$ cat config.mk
export PLATFORM = sky130hd
export DESIGN_NAME = sound_frame_sequencer
export DESIGN_NICKNAME = d
export VERILOG_FILES = /design/src/rtl/sound_pkg.sv /design/src/rtl/sound_ch_status.sv /design/src/rtl/sound_frame_sequencer.sv
export SDC_FILE = /design/constraint.sdc
export NUM_CORES = 1
export LEC_CHECK = 0
export CAP_MARGIN = 20
export CORE_UTILIZATION = 45
export CTS_BUF_LIST = sky130_fd_sc_hd__clkbuf_4 sky130_fd_sc_hd__clkbuf_8 sky130_fd_sc_hd__clkbuf_16
export DETAILED_ROUTE_END_ITERATION = 10
export GPL_TIMING_DRIVEN = 0
export PLACE_DENSITY = 0.82
export SYNTH_ARGS = -nofsm -noshare
export SYNTH_HDL_FRONTEND = slang
export SYNTH_HIERARCHICAL = 1
export SYNTH_SLANG_ARGS = --single-unit
$ cat constraint.sdc
create_clock -name I_CLK -period 1.5 [get_ports I_CLK]
set_input_delay 0.15 -clock I_CLK [delete_from_list [all_inputs] [get_ports I_CLK]]
set_output_delay 0.15 -clock I_CLK [all_outputs]
set_load 0.005 [all_outputs]
$ cat src/rtl/sound_pkg.sv
// Shared constants for the sound block: frame-sequencer timing, step-to-tick
// decode masks, channel indices and the master power state.
package sound_pkg;

    localparam int CLKS_PER_STEP_DEF = 64453;
    localparam int DIV_W_DEF         = 17;

    // Bit n set means the tick fires when the TC of step n is reached.
    localparam logic [7:0] LEN_STEPS   = 8'b0101_0101;
    localparam logic [7:0] SWEEP_STEPS = 8'b0100_0100;
    localparam logic [7:0] ENV_STEPS   = 8'b1000_0000;

    localparam int CH1    = 0;
    localparam int CH2    = 1;
    localparam int CH3    = 2;
    localparam int CH4    = 3;
    localparam int NUM_CH = 4;

    typedef enum logic {
        PWR_OFF = 1'b0,
        PWR_ON  = 1'b1
    } pwr_state_e;

    function automatic logic step_hit(input logic [7:0] mask, input logic [2:0] step);
        return mask[step];
    endfunction

endpackage

$ cat src/rtl/sound_ch_status.sv
// One NR52 channel-active bit: power and DAC clear it, trigger sets it,
// length expiry clears it, otherwise it holds.
module sound_ch_status (
    input  logic i_clk,
    input  logic i_reset_l,
    input  logic i_power,
    input  logic i_dac_on,
    input  logic i_trigger,
    input  logic i_len_done,
    output logic o_active
);

    logic r_active;

    always_ff @(posedge i_clk) begin
        if (!i_reset_l) begin
            r_active <= 1'b0;
        end else if (!i_power || !i_dac_on) begin
            r_active <= 1'b0;
        end else if (i_trigger) begin
            r_active <= 1'b1;
        end else if (i_len_done) begin
            r_active <= 1'b0;
        end
    end

    assign o_active = r_active;

endmodule

$ cat src/rtl/sound_frame_sequencer.sv
// Frame sequencer: divides the sound clock into 512 Hz steps, issues the
// length/sweep/envelope ticks and owns the NR52 power state and status bits.
module sound_frame_sequencer
    import sound_pkg::*;
#(
    parameter int CLKS_PER_STEP = CLKS_PER_STEP_DEF,
    parameter int DIV_W         = DIV_W_DEF
) (
    input  logic       I_CLK,
    input  logic       I_RESET_L,
    input  logic       I_APU_EN,
    input  logic [3:0] I_CH_TRIGGER,
    input  logic [3:0] I_CH_DAC_ON,
    input  logic [3:0] I_CH_LEN_DONE,
    output logic       O_LEN_TICK,
    output logic       O_SWEEP_TICK,
    output logic       O_ENV_TICK,
    output logic [2:0] O_STEP,
    output logic [3:0] O_CH_ACTIVE,
    output logic       O_CH_RESET_L
);

    localparam logic [DIV_W-1:0] DIV_TC = DIV_W'(CLKS_PER_STEP - 1);

    pwr_state_e       r_state;
    pwr_state_e       w_state_next;
    logic [DIV_W-1:0] r_div;
    logic [DIV_W-1:0] w_div_next;
    logic [2:0]       r_step;
    logic [2:0]       w_step_next;
    logic             r_len_tick;
    logic             r_sweep_tick;
    logic             r_env_tick;
    logic             w_len_next;
    logic             w_sweep_next;
    logic             w_env_next;
    logic             w_run;
    logic             w_tc;

    always_ff @(posedge I_CLK) begin
        if (!I_RESET_L) begin
            r_state      <= PWR_OFF;
            r_div        <= '0;
            r_step       <= 3'd0;
            r_len_tick   <= 1'b0;
            r_sweep_tick <= 1'b0;
            r_env_tick   <= 1'b0;
        end else begin
            r_state      <= w_state_next;
            r_div        <= w_div_next;
            r_step       <= w_step_next;
            r_len_tick   <= w_len_next;
            r_sweep_tick <= w_sweep_next;
            r_env_tick   <= w_env_next;
        end
    end

    // Running requires both the registered and the incoming enable, so a
    // falling enable clears the divider, step and any pending tick at once.
    always_comb begin
        w_state_next = I_APU_EN ? PWR_ON : PWR_OFF;
        w_run        = (r_state == PWR_ON) && (w_state_next == PWR_ON);
        w_tc         = (r_div == DIV_TC);
        w_div_next   = '0;
        w_step_next  = 3'd0;
        w_len_next   = 1'b0;
        w_sweep_next = 1'b0;
        w_env_next   = 1'b0;
        if (w_run) begin
            if (w_tc) begin
                w_step_next  = r_step + 3'd1;
                w_len_next   = step_hit(LEN_STEPS, r_step);
                w_sweep_next = step_hit(SWEEP_STEPS, r_step);
                w_env_next   = step_hit(ENV_STEPS, r_step);
            end else begin
                w_div_next  = r_div + DIV_W'(1);
                w_step_next = r_step;
            end
        end
    end

    for (genvar ch = 0; ch < NUM_CH; ch++) begin : g_ch
        sound_ch_status u_status (
            .i_clk      (I_CLK),
            .i_reset_l  (I_RESET_L),
            .i_power    (w_run),
            .i_dac_on   (I_CH_DAC_ON[ch]),
            .i_trigger  (I_CH_TRIGGER[ch]),
            .i_len_done (I_CH_LEN_DONE[ch]),
            .o_active   (O_CH_ACTIVE[ch])
        );
    end

    assign O_LEN_TICK   = r_len_tick;
    assign O_SWEEP_TICK = r_sweep_tick;
    assign O_ENV_TICK   = r_env_tick;
    assign O_STEP       = r_step;
    assign O_CH_RESET_L = (r_state == PWR_ON);

endmodule

==> flow_metrics.env <==
export IMPL_grtUsageTotal_pct=20.0
export IMPL_synth_seq_cells=28
export IMPL_maxCapViolCount=0
export IMPL_die_area_um2=3110
export IMPL_arrival_ns=1.75
export IMPL_portBuffers=25
export IMPL_rrSetupSlack_ns=0.02
export IMPL_grt_pass1_wl_um=4930
export IMPL_drt_wl_total_um=3120
export IMPL_diodes=0
export IMPL_drt_iter0_drc=45
export IMPL_path_clk_slew_ns=0.14
export IMPL_synth_distinct_cells=35
export IMPL_grt_ovfl_total=0
export IMPL_die_w_um=55.8
export IMPL_numCtsBuffers=3
export IMPL_crit_required_ns=1.77
export IMPL_dpl_cell_count=193
export IMPL_path_cells="and2_1 -> nand2_1 -> a21o_1 -> buf_6 -> buf_4 -> nor2_1"
export IMPL_cts_tree="yes"
export IMPL_crit_path_start_kind="flip-flop"
export IMPL_fmax_mhz=676
export IMPL_p_leak_nw=0.631
export IMPL_worstPathMaxFanout=7
export IMPL_hold_viol=0
export IMPL_fin_cells=212
export IMPL_r2r_start="O_CH_RESET_L$_SDFF_PN0_"
export IMPL_area_growth_pct=44.2
export IMPL_syn_inst=137
export IMPL_final_max_slew_viol_count=0
export IMPL_avgViaCountPerCell=5.54
export IMPL_post_route_period_util_pct=98.6
export IMPL_final_core_utilization_pct=68.0
export IMPL_synth_edff_count=0
export IMPL_cts_sinks=28
export IMPL_clock_skew_ns=0.00177
export IMPL_endpoint_kind="flip-flop"
export IMPL_coreArea_um2=2760
export IMPL_grt_max_degree=16
export IMPL_antenna_left=0
export IMPL_p_per_area_nw_per_um2=626
export IMPL_syn_area_um2=1300
export IMPL_peakVddDrop_mv=0.610
export IMPL_ctsHoldBuffers=0
export IMPL_drive_above_1_share_pct=34.8
export IMPL_htreeDepth=1
export IMPL_clockRootBuffer="clkbuf_4"
export IMPL_synth_nets=156
export IMPL_wl_per_cell_um=14.7
export IMPL_hold_path_class="input port to flip-flop"
export IMPL_cts_buffer_depth=2
export IMPL_die_h_um=55.8
export IMPL_hold_path_depth=2
export IMPL_layout_commonest_cell="clkdlybuf4s50_1"
export IMPL_synth_flop_cell="dfxtp_1"
export IMPL_gp_congestion=0.831
export IMPL_start_util_pct=47.1
export IMPL_critPathSlowestCell="dfxtp_1"
export IMPL_io_pin_count=26
export IMPL_final_cell_mix="clkdlybuf4s50_1, buf_4, dfxtp_1, nand3_1, dfxtp_4"
export IMPL_whs_endpoint="g_ch[3].u_status/o_active$_SDFFE_PP0P_"
export IMPL_final_nets=201
export IMPL_first_global_vias=1146
export IMPL_reg2reg_depth=6
export IMPL_max_stage_delay_ns=0.35
export IMPL_r2r_end="r_div[6]$_SDFF_PP0_"
export IMPL_run_status="finished clean"
export IMPL_first_pass_iters=4
export IMPL_antenna_found_initial=0
export IMPL_route_detailed_drc=0
export IMPL_setup_violations=0
export IMPL_relSlewSlack_pct=72.7
export IMPL_rsz0062_at_grt="yes"
export IMPL_ys_seq_area_share_pct=43.1
export IMPL_tightest_slew_ns=0.407
export IMPL_async_flop_share_pct=0
export IMPL_period_needed_ns=1.48
export IMPL_dp_hpwl_um=1910
export IMPL_syn_avg_cell_area_um2=9.49
export IMPL_num_rows=19
export IMPL_fill_cells=213
export IMPL_hp_start="I_CH_DAC_ON[3]"
export IMPL_clk_latency_ns=0.33
export IMPL_synth_warning_count=6
export IMPL_critPathKind="flip-flop to flip-flop"
export IMPL_via_count=1175
-- final cells by class --
type | instances | area, µm² | area share [%]
multi-input combinational | 100 | 781 | 41.7
sequential | 28 | 599 | 32.0
timing repair buffer | 40 | 367 | 19.6
buffer | 3 | 30.0 | 1.60
clock buffer | 4 | 36.3 | 1.94
tap | 31 | 38.8 | 2.07
inverter | 6 | 22.5 | 1.20
-- metal layers --
layer  track usage (%)  share of wire (%)  vias to the layer above
met2              37.3                 53                       49
met1              21.9                 40                      541
li1                  -                  -                      577
met5                 0                  0                        -
met4              9.29                2.2                        0
met3              3.26                5.3                        8
-- cells in the mapped netlist, drive strengths merged (5+ instances only) --
cell	n	area, µm²
nand3	13	80.1
inv	6	22.5
nand2	7	26.3
nor3	8	55.1
nor2	13	48.8
dfxtp	28	561
xor2	7	61.3
a21oi	7	35.0
or3	5	41.3
-- what timing repair did --
action | in CTS | in global routing
gates resized for setup | 20 | 26
hold endpoints to repair | 0 | 0
endpoints found under the setup margin | 20 | 24
buffers inserted | 9 | 5
cloned | 1 | 0
pin swaps | 6 | 10
-- worst max-delay path by stage --
stage | depth (start not counted) | end | startpoint | slack (ns)
finish | 6 | r_div[6]$_SDFF_PP0_ | O_CH_RESET_L$_SDFF_PN0_ | 0.02
floorplan | 6 | r_div[8]$_SDFF_PP0_ | r_div[6]$_SDFF_PP0_ | 0.04
global route | 8 | r_div[3]$_SDFF_PP0_ | r_div[0]$_SDFF_PP0_ | -0.07
global placement | 7 | r_div[8]$_SDFF_PP0_ | I_APU_EN | -0.20
CTS | 8 | r_div[4]$_SDFF_PP0_ | r_div[1]$_SDFF_PP0_ | 0.0003
detailed placement | 7 | r_div[4]$_SDFF_PP0_ | I_APU_EN | -0.24
-- worst max-delay path: cells and delay by family, from the launching register on --
kind            cells  cell delay, ns
simple gates        3            0.56
buf+inv             2            0.26
flops               1            0.35
compound gates      1            0.23
-- sequential cells by signal (all words and copies together), names as in the netlist --
signal / flops
O_ENV_TICK: 1
g_ch.u_status/o_active: 4
O_LEN_TICK: 1
O_STEP: 3
O_SWEEP_TICK: 1
O_CH_RESET_L: 1
r_div: 17
-- kinds of logic (layout without fill, tap and decap cells) --
family,after synthesis,in the layout,synth area share [%]
flip-flops,28,28,43.1
XOR/XNOR,11,11,7.41
buffers and inverters,9,53,3.75
AO/OA/AOI/OAI,19,19,10.3
AND/OR/NAND/NOR,66,66,31.6
adder cells (fa/ha/maj),4,4,3.85
-- power by group --
group          internal (W)  switching [W]
combinational     0.0000484      0.0000221
sequential         0.000733     0.00000158
clock              0.000149       0.000221
-- per-stage QoR --
step                      worst slack, ns  total power (W)  hold WS (ns)  TNS [ns]  area [µm²]
after CTS                        0.000303          0.00119         0.366         0        1750
after floorplan                    0.0431         0.000779         0.272         0        1300
after global placement             -0.203         0.000824         0.473     -2.55        1590
after global routing              -0.0715          0.00122         0.368     -1.07        1870
after detailed placement           -0.237         0.000825         0.483     -3.00        1590
final                              0.0211          0.00117         0.369         0        1870
Note: power is estimated with default switching activity, not from simulation.
